===== src/rtl/opsum_wb_pkg.sv =====
// rtl/opsum_wb_pkg.sv - shared FSM encoding and write-enable constant for opsum writeback
package opsum_wb_pkg;

  localparam logic [1:0] ST_IDLE  = 2'd0;
  localparam logic [1:0] ST_WAIT  = 2'd1;
  localparam logic [1:0] ST_WRITE = 2'd2;
  localparam logic [1:0] ST_DONE  = 2'd3;

  localparam logic [3:0] WE_ALL = 4'hF;

endpackage


===== src/rtl/opsum_writeback_lane_buffer.sv =====
// rtl/opsum_writeback_lane_buffer.sv - opsum lane registers with ReLU-on-load and indexed read
module opsum_lane_buffer #(
  parameter int LANE_W = 32,
  parameter int NUM    = 4,
  parameter int IDX_W  = 2
) (
  input  logic                  clk,
  input  logic                  rst,
  input  logic                  load,
  input  logic                  relu,
  input  logic [LANE_W*NUM-1:0] bundle,
  input  logic [IDX_W-1:0]      idx,
  output logic [LANE_W-1:0]     rd_data
);

  logic [LANE_W-1:0] lanes [NUM];

  // Capture a whole bundle; negative lanes are zeroed here so the write path needs no data logic
  always_ff @(posedge clk) begin
    if (rst) begin
      for (int k = 0; k < NUM; k++) lanes[k] <= '0;
    end else if (load) begin
      for (int k = 0; k < NUM; k++) begin
        if (relu && bundle[(k+1)*LANE_W-1])
          lanes[k] <= '0;
        else
          lanes[k] <= bundle[k*LANE_W +: LANE_W];
      end
    end
  end

  assign rd_data = lanes[idx];

endmodule


===== src/rtl/opsum_writeback.sv =====
// rtl/opsum_writeback.sv - drains opsum GON bundles into consecutive OARG BRAM words
module opsum_writeback import opsum_wb_pkg::*; #(
  parameter int ADDRESS_BITWIDTH = 32,
  parameter int DATA_BITWIDTH    = 32,
  parameter int PSUM_DATA_SIZE   = 32,
  parameter int OPSUM_NUM        = 4,
  parameter int COUNT_BITWIDTH   = 16,
  parameter int ADDR_STRIDE      = 4
) (
  input  logic                                clk,
  input  logic                                rst,
  input  logic                                start,
  input  logic [ADDRESS_BITWIDTH-1:0]         base_address,
  input  logic [COUNT_BITWIDTH-1:0]           bundle_count,
  input  logic                                relu_en,
  input  logic                                opsum_enable,
  output logic                                opsum_ready,
  input  logic [PSUM_DATA_SIZE*OPSUM_NUM-1:0] opsum_value,
  output logic [ADDRESS_BITWIDTH-1:0]         OARG_address,
  output logic [DATA_BITWIDTH-1:0]            OARG_wdata,
  output logic                                OARG_e,
  output logic [3:0]                          OARG_we,
  output logic                                busy,
  output logic                                done
);

  localparam int IDX_W = (OPSUM_NUM > 1) ? $clog2(OPSUM_NUM) : 1;
  localparam logic [IDX_W-1:0] LAST_IDX = IDX_W'(OPSUM_NUM - 1);
  localparam logic [COUNT_BITWIDTH-1:0] ONE_LEFT = COUNT_BITWIDTH'(1);
  localparam logic [ADDRESS_BITWIDTH-1:0] STRIDE = ADDRESS_BITWIDTH'(ADDR_STRIDE);

  logic [1:0]                  state;
  logic [ADDRESS_BITWIDTH-1:0] wr_ptr;
  logic [COUNT_BITWIDTH-1:0]   left;
  logic [IDX_W-1:0]            lane_idx;
  logic                        relu_q;
  logic                        last_lane;
  logic                        xfer;
  logic [PSUM_DATA_SIZE-1:0]   rd_data;

  // Ready in WAIT, and on the last lane of a bundle that is not the final one so bundles can chain
  assign last_lane   = (state == ST_WRITE) && (lane_idx == LAST_IDX);
  assign opsum_ready = (state == ST_WAIT) || (last_lane && (left != ONE_LEFT));
  assign xfer        = opsum_enable && opsum_ready;

  opsum_lane_buffer #(
    .LANE_W (PSUM_DATA_SIZE),
    .NUM    (OPSUM_NUM),
    .IDX_W  (IDX_W)
  ) u_lane_buffer (
    .clk     (clk),
    .rst     (rst),
    .load    (xfer),
    .relu    (relu_q),
    .bundle  (opsum_value),
    .idx     (lane_idx),
    .rd_data (rd_data)
  );

  // Sequencer: config latch, per-lane address advance, bundle countdown
  always_ff @(posedge clk) begin
    if (rst) begin
      state    <= ST_IDLE;
      wr_ptr   <= '0;
      left     <= '0;
      lane_idx <= '0;
      relu_q   <= 1'b0;
    end else begin
      case (state)
        ST_IDLE: begin
          if (start) begin
            wr_ptr   <= base_address;
            left     <= bundle_count;
            relu_q   <= relu_en;
            lane_idx <= '0;
            state    <= (bundle_count == '0) ? ST_DONE : ST_WAIT;
          end
        end
        ST_WAIT: begin
          if (xfer) begin
            lane_idx <= '0;
            state    <= ST_WRITE;
          end
        end
        ST_WRITE: begin
          wr_ptr <= wr_ptr + STRIDE;
          if (lane_idx == LAST_IDX) begin
            lane_idx <= '0;
            left     <= left - ONE_LEFT;
            if (left == ONE_LEFT) state <= ST_DONE;
            else if (xfer)        state <= ST_WRITE;
            else                  state <= ST_WAIT;
          end else begin
            lane_idx <= lane_idx + IDX_W'(1);
          end
        end
        default: state <= ST_IDLE;
      endcase
    end
  end

  // Port signals are decoded purely from registered state, so they settle right after the edge
  always_comb begin
    OARG_e       = (state == ST_WRITE);
    OARG_we      = (state == ST_WRITE) ? WE_ALL : 4'h0;
    OARG_address = (state == ST_WRITE) ? wr_ptr : '0;
    OARG_wdata   = (state == ST_WRITE) ? DATA_BITWIDTH'(rd_data) : '0;
    busy         = (state != ST_IDLE);
    done         = (state == ST_DONE);
  end

endmodule


===== config.mk =====
export PLATFORM = sky130hd
export DESIGN_NAME = opsum_writeback
export DESIGN_NICKNAME = d
export VERILOG_FILES = /design/src/rtl/opsum_wb_pkg.sv /design/src/rtl/opsum_writeback_lane_buffer.sv /design/src/rtl/opsum_writeback.sv
export SDC_FILE = /design/constraint.sdc
export NUM_CORES = 1
export LEC_CHECK = 0
export ABC_AREA = 1
export CORE_MARGIN = 4
export CORE_UTILIZATION = 45
export DETAILED_ROUTE_END_ITERATION = 10
export GPL_TIMING_DRIVEN = 0
export HOLD_SLACK_MARGIN = 0.03
export PLACE_DENSITY = 0.78
export SLEW_MARGIN = 15
export SYNTH_ARGS = -nofsm -noshare
export SYNTH_HDL_FRONTEND = slang
export SYNTH_SLANG_ARGS = --single-unit

===== constraint.sdc =====
create_clock -name clk -period 4.4 [get_ports clk]
set_input_delay 0.44 -clock clk [delete_from_list [all_inputs] [get_ports clk]]
set_output_delay 0.44 -clock clk [all_outputs]
set_load 0.005 [all_outputs]

==> results.toml <==
[placement]
port_buffers = 252
hpwl_um = 22830
place.gp.congestion = 0.9410
dpl_cell_area_mm2 = 0.01263
dp_slack_ps = 1104

[critical_path]
reg2reg_from = "left[12]"
crit_arrival_ps = 3290
slowest_delay_ps = 700
critical_path.startpoint = "state[0]"
reg2reg_slack_ps = 2220
critPathMostFrequentCell = "clkbuf_1"
regToRegEndpoint = "u_lane_buffer.lanes[2][14]"
start_kind = "register"
reg2reg_depth = 9
cp_slowest_cell = "clkbuf_1"
crit_type = "reg -> out"
crit_required_ps = 3960
endpoint = "OARG_address[4]"
cp-end-kind = "output pin"
cp_max_fo = 10
path_cells = "inv_1, nand2_1, buf_2, clkbuf_1, clkbuf_1, nor2_1, clkdlybuf4s50_1"

[power_and_ir_drop]
pwr-share-seq_pct = 45.1
ir_drop_mv = 0.2115
switching_share_pct = 31.10
leakage_uw = 0.005607
combPwrFrac_pct = 22.3
power_density_mw_per_mm2 = 351.7
switchingPower_uw = 1447
clockPowerShare_pct = 32.7
internal-power_uw = 3205
fin_total_pwr_uw = 4652

[outcome]
status = "finished clean"

[routing]
drt_iter0_drc = 693
vias_per_cell = 5.061
first_pass_iters = 8
post_drt_wl_per_cell_um = 16.09
routed_wl_um = 29830
vias = 9384
remaining_drc_errors = 0
drtAntennaViolNets = 0

[synthesis]
synth_area_mm2 = 0.009712
yosysWarnings = 0
syn_inst = 1293
ys_top_cells_by_area = "edfxtp_1 (40%), nor2_1 (14%), dfxtp_1 (11%)"
synth_fp_nets = 1478
yosysUniqueCellTypes = 38
ys_seq_elements = 183
synthTopCellsByCount = "nor2_1 (355), inv_1 (213), nand2_1 (162)"
synth.most_common_cell = "nor2_1"
synth_top_area_share_pct = 39.58
synth-edff-count = 128
synth.largest_area_cell = "edfxtp_1"
ys_seq_area_share_pct = 50.91
synthArstFlopShare_pct = 0
synth_area_per_cell_um2 = 7.511
synth_top_flop_cell = "edfxtp_1"

[floorplanning]
die_h_um = 154.9
initial_utilization_pct = 45.91
die_area_mm2 = 0.02400
fp.coreArea_mm2 = 0.02115
die_x_um = 154.9
rows = 53
design.portCount = 253

[sta]
finalHoldViolations = 0
slew_violations = 0
timing.final.ws_setup_ps = 668.9
worst_slew_pin_slew_ps = 840.4
fmax_mhz = 268.0
finalCritPeriodShare_pct = 84.80
relSlewSlack_pct = 43.97
holdWs_ps = 458.7
finalCriticalPeriod_ps = 3731
setup_viol = 0
skew_ps = 16.22
final.setup.tns_ps = 0
rsz0062_at_grt = "false"

[finish]
stdcell_area_mm2 = 0.01323
area_growth_pct = 36.19
layout-drive-gt1-share_pct = 4.813
nets = 1751
diodes = 0

[cts]
htreeDepth = 4
clock-sinks = 183
clk_pin_slew_ps = 70
cts_made_buffers = 17
cts_resized = 0
cts-root-buf = "clkbuf_16"
hold_buffers = 0
cts_setup_buffers = 0
clk_path_buf_depth = 2
tritoncts = "built"
clk_latency_ps = 430

[global_route]
grt.busiest_layer = "met2"
overflow = 0
grt_pass1_wl_um = 45650
grt_use_total_pct = 24.09
grt_pass1_vias = 8780
use_met3_pct = 5.953
met2_usage_pct = 39.76
grtUsageMet1_pct = 32.04
grt_max_degree = 62
antenna_found_initial = 2

[hold_path]
min_path_cells = 2
holdCritPathClass = "reg -> reg"

[flow_run]
drv_cap = 0
==> kinds of logic after synthesis <==
kind of cell | share of synthesized area, %
flops | 50.91
buf+inv | 11.38
simple gates | 24.26
compound gates | 12.75
xor+xnor | 0.1804
fa+ha+maj | 0.5154
==> layer usage <==
layer  share of wire, %  wire length, um
met5              0.084               25
met3                8.7             2594
met4                1.8              543
met1                 42            12400
met2                 48            14260
==> area by class of cell <==
cell class                 instances  area [um2]
buffer                            66       290.3
timing repair buffer             254        2570
clock inverter                    15       167.7
sequential                       183        4945
multi-input combinational        827        3670
clock buffer                      17       425.4
tap                              275       344.1
inverter                         217       814.5
fill                            1894        7928
==> worst max-delay path: cells and delay by family (launching register included) <==
kind | cells | cell delay (ps)
and+or+nand+nor | 2 | 340
DFF | 1 | 370
buffers and inverters | 5 | 2140
==> state kept, by name, indices dropped and copies added (netlist names), named ones only <==
name / count
u_lane_buffer.lanes: 128
wr_ptr: 32
state: 2
lane_idx: 2
relu_q: 1
left: 16
==> cell usage in the layout, fill, tap and decap left out, drive strengths merged, types with 3 or more instances in the layout <==
| cell | count |
|---|---|
| nor2 | 360 |
| clkdlybuf4s50 | 252 |
| inv | 225 |
| nand2 | 163 |
| o21ai | 131 |
| edfxtp | 128 |
| a21oi | 58 |
| dfxtp | 55 |
| clkbuf | 52 |
| nand3 | 33 |
| buf | 33 |
| a31oi | 23 |
| nor3 | 19 |
| nand4 | 11 |
| clkinv | 7 |
| o221ai | 4 |
| ha | 4 |
| a211oi | 3 |
==> metrics by stage <==
stage / util [%] / cells
finish: 62.52 / 1854
global placement: 59.46 / 1820
floorplan: - / 1293
CTS: 62.52 / 1854
detailed placement: 59.72 / 1822
global route: 62.52 / 1854
==> power groups by stage <==
stage               logic (uW)  clock network (uW)  registers, uW
floorplan                  559                   0           2120
global placement          1000                   0           2140
detailed placement        1030                   0           2130
CTS                       1030                1540           2090
global route              1150                1610           2110
finish                    1040                1520           2100
==> how the worst min path moves through the flow <==
stage / start / to / slack (ps)
2_1_floorplan: wr_ptr[0] / wr_ptr[0] / 430
3_3_place_gp: wr_ptr[1] / wr_ptr[1] / 440
3_5_place_dp: wr_ptr[0] / wr_ptr[0] / 450
4_1_cts: wr_ptr[0] / wr_ptr[0] / 460
5_1_grt: wr_ptr[0] / wr_ptr[0] / 480
6_report: wr_ptr[0] / wr_ptr[0] / 460
No activity file was read; power rests on OpenSTA's default activity.
